$ cat config.mk
export PLATFORM = sky130hd
export DESIGN_NAME = led_blinker
export DESIGN_NICKNAME = d
export VERILOG_FILES = /design/src/rtl/lutram_readback_checker_led_blinker.sv
export SDC_FILE = /design/constraint.sdc
export NUM_CORES = 1
export LEC_CHECK = 0
export ABC_AREA = 1
export CAP_MARGIN = 40
export CORE_UTILIZATION = 50
export DETAILED_ROUTE_END_ITERATION = 10
export PLACE_DENSITY = 0.68
export SKIP_LAST_GASP = 1
export SLEW_MARGIN = 15
export SYNTH_ARGS = -nofsm -noshare
export SYNTH_HDL_FRONTEND = slang
export SYNTH_SLANG_ARGS = --single-unit
$ cat constraint.sdc
create_clock -name clk_i -period 1.8 [get_ports clk_i]
set_input_delay 0.36 -clock clk_i [delete_from_list [all_inputs] [get_ports clk_i]]
set_output_delay 0.36 -clock clk_i [all_outputs]
set_load 0.01 [all_outputs]
$ cat src/rtl/lutram_readback_checker_led_blinker.sv
// Status LED driver: solid when 'solid', blinking when 'blink', dark otherwise.
// Latency: led follows solid combinationally; the first blink toggle comes 2**BLINK_DIV_WIDTH cycles after en rises.
// Backpressure: none; free-running while en is high.
//
// Ports: clk_i/rst_ni clock and async active-low reset; en runs the divider
// (low holds it and the blink phase at 0); solid/blink select the LED mode.
module led_blinker #(
    parameter int BLINK_DIV_WIDTH = 24
) (
    input  logic clk_i,
    input  logic rst_ni,
    input  logic en,
    input  logic solid,
    input  logic blink,
    output logic led
);

    logic [BLINK_DIV_WIDTH-1:0] div_cnt_q;
    logic                       blink_q;

    // The divider restarts from 0 whenever en drops, so every DONE episode
    // sees the same first-toggle delay.
    always_ff @(posedge clk_i or negedge rst_ni) begin
        if (!rst_ni) begin
            div_cnt_q <= '0;
            blink_q   <= 1'b0;
        end else if (!en) begin
            div_cnt_q <= '0;
            blink_q   <= 1'b0;
        end else begin
            div_cnt_q <= div_cnt_q + BLINK_DIV_WIDTH'(1);
            if (&div_cnt_q) begin
                blink_q <= ~blink_q;
            end
        end
    end

    assign led = solid | (blink & blink_q);

endmodule

# [Yosys cells after proc, flatten, opt, wreduce, memory -nomap -nowiden]
# Index checks and enable logic that the tools add are counted.
[totals] mem_count=0 out_inout_bits=1 elab_cells=11 inputBits=5 reg_bits=25 latch_bits=0 rom_bits=0 ram_bits=0
[op_classes] n_eq_ne=1 add_sub_neg=1 n_mul=0 shift=0 reduce_logical=1 order_cmp=0 n_bitwise=3 muxes=3 n_div=0
[ops] operator="$add A24 B1 Y24 const B" n=1
[ops] operator="$mux W24" n=1
[ops] operator="$reduce_and A24 Y1" n=1
[ops] operator="$mux W1" n=2
[ops] operator="$ne A2 B1 Y1 const B" n=1
[ops] operator="$and A1 B1 Y1" n=1
[ops] operator="$not A1 Y1" n=1
[ops] operator="$or A1 B1 Y1" n=1

# [Logic depth before layout (Yosys ltp)]
# Gate-level depths: netlist of run 1.
[depth] ltp_word=3 mapped_depth=8 depth_no_buf=8

# [Worst setup path before layout of run 1]
# No wires, ideal clock.
[synth_path] kind="reg2reg" from="reg div_cnt_q[0]" to="reg div_cnt_q[20]" arrival_time_ns=1.144 n_path_buf=0 path_slack_ns=0.539 t_required_ns=1.683 period_less_slack_ns=1.261 path_stages_with_launch=9 setup_ns=0.117 path_cell_list="dfrtp_1 -> ha_1 -> nand2_2 -> nor2_8 -> nand2_4 -> nor2_8 -> nand3_1 -> nand2_1 -> nor2_1"
[synth_between] elab_chain_cells=2
[synth_lines] item="from (decl)" line_no="18" text="logic [BLINK_DIV_WIDTH-1:0] div_cnt_q;"
[synth_lines] item="from (signal assigned)" line_no="31" text="div_cnt_q <= div_cnt_q + BLINK_DIV_WIDTH'(1);"
[synth_lines] item="$add A24 B1 Y24" line_no="31"
[synth_lines] item="$mux W24" line_no="27" text="end else if (!en) begin"
# No other way between the ends.
# A chain may end at the register's enable or synchronous reset.

# [Worst setup path in the final report of run 1]
[layout_path] from="reg blink_q" to="out led"
[layout_between] elab_chain_cells=2
[layout_lines] item="from (decl)" line_no="19" text="logic blink_q;"
[layout_lines] item="from (signal assigned)" line_no="33" text="blink_q <= ~blink_q;"
[layout_lines] item="$and A1 B1 Y1" line_no="38" text="assign led = solid | (blink & blink_q);"
[layout_lines] item="$or A1 B1 Y1" line_no="38"
[layout_lines] item="to (decl)" line_no="15" text="output logic led"
# No other way between the ends.

==> out/qor.yml, run 1 <==
drt:
  routedWlPerCell_um: 12.2
  drt_wl_total_um: 2660
  drt_iter0_markers: 22
  drc: 0
  vias: 1123
  ant_nets: 0
  viasPerCell: 5.13
  firstDrtPassIters: 4
floorplan:
  die_x_um: 56.1
  dieArea_um2: 3150
  num_rows: 19
  die_h_um: 56.1
  pin_count: 6
  initial_core_util_pct: 53.0
  fp.coreArea_um2: 2760
critical_path:
  cp_data_arrival_time_ns: 1.19
  startpoint_type: "flip-flop"
  cp-startpoint: "blink_q$_DFFE_PN0P_"
  cp.required_ns: 1.44
  critPathKind: "reg2out"
  end_kind: "output port"
  reg2reg_from: "div_cnt_q[0]$_DFF_PN0_"
  crit_fanout: 3
clock_network:
  cts_tree: "done"
  clock_latency_ns: 0.31
  cts-buffers-inserted: 3
  post_cts_buffers: 0
  post_cts_resized: 1
  h-tree-depth: 1
  cts.sinks: 25
  clkTransAtPathRegs_ns: 0.13
  cts-root-buf: "clkbuf_4"
  cts_buffer_depth: 2
  hold_buffers: 0
placement:
  dpl.hpwl_um: 2070
  port_buffers: 5
  routabilityCongestion: 0.858
  dp_slack_ns: -0.00896
sta:
  worst_slew_margin_rel_pct: 79.1
  worst_pin_slew_ns: 0.314
  finalSetupViolations: 0
  worst_slack_ns: 0.254
  rsz0062_at_grt: "no"
  finalHoldViolCount: 0
  fin_crit_sh_pct: 85.9
  fin_crit_ns: 1.55
  slew_viol_final: 0
  clock.fmax_mhz: 647
  fin_worst_skew_ns: 0.00535
synth:
  synth_edf_count: 0
  syn-mean-instance-area_um2: 8.22
  syn_nets: 184
  yosysTopAreaCell: "dfrtp_1"
  synth_seq_cells: 25
  yosys.cell_types.count: 26
  synth.top_cell.area_share_pct: 42.8
  ys_warn_count: 0
  yosys_most_used_dff: "dfrtp_1"
  synth_area_leaders: "dfrtp_1 (43%), nand2_1 (9.5%), nor2_1 (8.2%)"
  syn_area_um2: 1460
  synth_seq_area_share_pct: 42.8
  async_flop_share_pct: 100
  syn_inst: 178
power:
  ir_drop_v: 0.000389
  power_density_nw_per_um2: 550
  power.leakage_nw: 0.838
finish:
  drive_gt1_share_pct: 16.5
  num_antenna_cells: 0
  final_core_utilization_pct: 57.5
  syn2layout_area_growth_pct: 8.47
  fin_nets: 195
global_routing:
  grt_usage_pct: 19.2
  antenna_found_initial: 0
  grt_pass1_vias: 1123
  grt_pass1_wl_um: 4770
  grt_max_degree: 26
  overflow: 0
status:
  status: "finished, final reports clean"
min_path:
  hold_path.class: "in2async"
job:
  cap_violations: 0
-- final cells by class --
| type | instances | area, um2 |
|---|---|---|
| Fill cell | 251 | 1170 |
| Multi-Input combinational cell | 134 | 761 |
| Sequential cell | 25 | 626 |
| Timing Repair Buffer | 8 | 71.3 |
| Inverter | 17 | 63.8 |
| Tap cell | 31 | 38.8 |
| Clock buffer | 4 | 26.3 |
-- stage by stage --
stage	TNS (ns)	hold slack, ns	power (mW)	area, um2	std cells
floorplan	0	0.0644	0.608	1460	178
global placement	0	0.445	0.637	1560	215
detailed placement	-0.00896	0.468	0.640	1560	215
CTS	0	0.389	0.888	1590	219
global route	0	0.417	0.919	1590	219
finish	0	0.386	0.873	1590	219
-- cells by family (layout without fill, tap and decap cells) --
kind of cell	count (synthesis)	count (layout)	synth area share [%]
adder cells (fa/ha/maj)	1	1	0.855
AND/OR/NAND/NOR	109	109	41.3
flip-flops	25	25	42.8
buffers and inverters	19	29	5.22
AO/OA/AOI/OAI	20	20	7.44
XOR/XNOR	4	4	2.40
-- cells in the mapped netlist, types with 2 or more instances --
master,n
a21oi_1,11
nand2_4,5
o21ai_0,4
nand2_1,37
nor2_8,4
dfrtp_1,25
nor2_2,3
o21ai_1,2
nand3_1,10
nand2_2,5
nor2_1,32
nand4_1,5
xor2_1,3
nor2_4,4
inv_1,16
nand3_2,2
-- worst max-delay path, cell delays in order (launching register included) --
cell           delay [ns]
dfrtp_1              0.42
a21o_1               0.18
dlygate4sd2_1        0.28
-- cells in the final DEF, fill, tap and decap left out, types with 2 or more instances in the layout --
cell type | Yosys | final
nand2_1 | 37 | 37
nor2_1 | 32 | 32
dfrtp_1 | 25 | 25
inv_1 | 16 | 16
a21oi_1 | 11 | 11
nand3_1 | 10 | 10
nand2_2 | 5 | 5
nand2_4 | 5 | 5
nand4_1 | 5 | 5
nor2_8 | 4 | 4
nor2_4 | 4 | 4
o21ai_0 | 4 | 4
clkdlybuf4s50_1 | 0 | 4
nor2_2 | 3 | 3
xor2_1 | 3 | 3
clkbuf_4 | 0 | 3
buf_4 | 1 | 3
nand3_2 | 2 | 2
o21ai_1 | 2 | 2
-- registers in the layout (all words and copies together) (netlist names) --
signal and flops:
div_cnt_q 24, blink_q 1
-- report_power, final --
part | internal, mW | total, mW | leakage, nW | switching (mW)
clock | 0.0866 | 0.246 | 0.0150 | 0.160
sequential | 0.567 | 0.572 | 0.347 | 0.00479
combinational | 0.0214 | 0.0549 | 0.476 | 0.0335
total | 0.675 | 0.873 | 0.838 | 0.198
-- worst paths after layout --
path	to	slack [ns]	depth (start not counted)
setup / recovery	led	0.25	2
hold / removal	div_cnt_q[17]$_DFF_PN0_	0.39	2
setup reg to reg	div_cnt_q[20]$_DFF_PN0_	0.41	8
hold reg to reg	div_cnt_q[0]$_DFF_PN0_	0.48	1
max in group asynchronous	div_cnt_q[4]$_DFF_PN0_	1.18	2
min in group clk_i	div_cnt_q[0]$_DFF_PN0_	0.48	1
-- metal layers --
metal,wire [um],vias to the layer above,track usage (%)
met4,47,0,8.36
met5,0,-,0
met1,1340,513,26.3
li1,-,588,-
met3,60,6,2.56
met2,1220,16,30.6
No activity file was read; power rests on OpenSTA's default activity.
==> run 2, diff against run 1 <==
--- a/config.mk
+++ b/config.mk
@@ -15,3 +15,4 @@
 export SYNTH_ARGS = -nofsm -noshare
 export SYNTH_HDL_FRONTEND = slang
 export SYNTH_SLANG_ARGS = --single-unit
+export TNS_END_PERCENT = 20
==> results of run 2 <==
Final layout, timing and power as in run 1 (identical DEF).
==> run 3, diff against run 2 <==
--- a/config.mk
+++ b/config.mk
@@ -7,6 +7,7 @@
 export LEC_CHECK = 0
 export ABC_AREA = 1
 export CAP_MARGIN = 40
+export CORE_MARGIN = 2
 export CORE_UTILIZATION = 50
 export DETAILED_ROUTE_END_ITERATION = 10
 export PLACE_DENSITY = 0.68
==> run 3 against run 2 <==
Compared with the run above:
- via count increased by 2.5%
- clock-buffer cell count decreased by 1
- final cell count unchanged
- sequential share of layout area about the same
- clock skew increased by 0.0089 ns
- critical path depth unchanged
- worst hold slack got worse by 0.023 ns
- fmax decreased by 1.1%
==> out/qor.yml, run 3 (synthesis gave the netlist of run 1 again) <==
critical_path:
  startpoint_type: "flip-flop"
  critical_path_buf_inv_count: 1
  cp_data_arrival_time_ns: 1.20
  critPathKind: "reg2out"
  slowest_delay_ns: 0.43
  crit_slowest_cell: "dfrtp_1"
  cp.required_ns: 1.44
  crit_family: "flip-flops"
  end_kind: "output port"
  crit_fanout: 3
  path_cells: "a21o_1 -> dlygate4sd2_1"
finish:
  nFillCells: 251
  num_antenna_cells: 0
  final_common_cell: "nand2_1"
  largestRegisters: "div_cnt_q x24, blink_q x1"
  syn2layout_area_growth_pct: 8.55
  top_register: "div_cnt_q"
  final_cell_mix: "nand2_1 (37), nor2_1 (32), dfrtp_1 (25)"
  largest_register_ffs: 24
  stdcell_count: 219
  fin_nets: 195
  fin_area_um2: 1590
  drive_gt1_share_pct: 17.0
  final_core_utilization_pct: 57.6
floorplan:
  num_rows: 19
  initial_core_util_pct: 53.0
  fp.coreArea_um2: 2760
  dieArea_um2: 3370
  die_h_um: 58.1
  pin_count: 6
  die_x_um: 58.1
drt:
  drt_iter0_markers: 64
  drc: 0
  viasPerCell: 5.26
  drt_wl_total_um: 2780
  ant_nets: 0
  firstDrtPassIters: 4
  routedWlPerCell_um: 12.7
  vias: 1151
clock_network:
  h-tree-depth: 1
  hold_buffers: 0
  post_cts_buffers: 0
  cts_tree: "done"
  post_cts_resized: 1
  clock_latency_ns: 0.33
  clkTransAtPathRegs_ns: 0.15
  cts.sinks: 25
  cts-buffers-inserted: 3
  cts_buffer_depth: 2
  cts-root-buf: "clkbuf_4"
global_routing:
  grt_max_degree: 26
  grt_pass1_vias: 1124
  grt_pass1_wl_um: 4770
  overflow: 0
  antenna_found_initial: 0
  grt_usage_pct: 18.6
sta:
  fin_crit_ns: 1.56
  setup_tns_ns: 0
  rsz0062_at_grt: "no"
  worst_slack_ns: 0.236
  worst_slew_margin_rel_pct: 79.0
  finalHoldViolCount: 0
  worst_pin_slew_ns: 0.315
  fin_worst_skew_ns: 0.0142
  slew_viol_final: 0
  holdWs_ns: 0.363
  finalSetupViolations: 0
  fin_crit_sh_pct: 86.9
  clock.fmax_mhz: 639
placement:
  post-place-cells: 215
  routabilityCongestion: 0.881
  dpl-instance-area_um2: 1560
  dp_slack_ns: -0.00195
  port_buffers: 5
  dpl.hpwl_um: 2120
power:
  power_density_nw_per_um2: 559
  ir_drop_v: 0.000510
  power.leakage_nw: 0.841
  total_power_mw: 0.888
min_path:
  hold_path.class: "in2async"
status:
  status: "finished, final reports clean"
job:
  cap_violations: 0
-- run 3: changes by cell type in the layout (fill, tap and decap cells not counted) --
cell,before,now
clkbuf_1,1,0
clkinv_2,0,1
-- run 3: where the power goes --
group | internal (mW) | leakage, nW | switching, mW
Combinational | 0.0213 | 0.476 | 0.0332
Sequential | 0.567 | 0.347 | 0.00475
Clock | 0.0834 | 0.0177 | 0.178
-- run 3: routing by layer --
layer / track usage [%] / share of wire, % / vias up
met5: 0 / 0 / -
met4: 7.97 / 1.4 / 0
met3: 2.01 / 3.5 / 4
met2: 30.8 / 48 / 22
met1: 24.5 / 47 / 535
li1: - / - / 590
-- run 3: path summary, 6_finish.rpt --
| path | startpoint | endpoint | slack (ns) | cells after the start |
|---|---|---|---|---|
| worst max register to register | div_cnt_q[0]$_DFF_PN0_ | div_cnt_q[20]$_DFF_PN0_ | 0.40 | 8 |
| worst max-delay path | blink_q$_DFFE_PN0P_ | led | 0.24 | 2 |
| worst min-delay path | rst_ni | div_cnt_q[17]$_DFF_PN0_ | 0.36 | 2 |
| min in group clk_i | div_cnt_q[0]$_DFF_PN0_ | div_cnt_q[0]$_DFF_PN0_ | 0.47 | 1 |
| worst min register to register | div_cnt_q[0]$_DFF_PN0_ | div_cnt_q[0]$_DFF_PN0_ | 0.47 | 1 |
| max in group asynchronous | rst_ni | div_cnt_q[5]$_DFF_PN0_ | 1.18 | 2 |
-- run 3: cell type report --
| cell class | count | area (um2) | share of cell area [%] |
|---|---|---|---|
| inverter | 17 | 63.8 | 4.02 |
| timing repair buffer | 8 | 71.3 | 4.49 |
| multi-input combinational | 134 | 761 | 47.9 |
| sequential | 25 | 626 | 39.4 |
| tap | 31 | 38.8 | 2.44 |
| clock inverter | 1 | 5.00 | 0.315 |
| clock buffer | 3 | 22.5 | 1.42 |
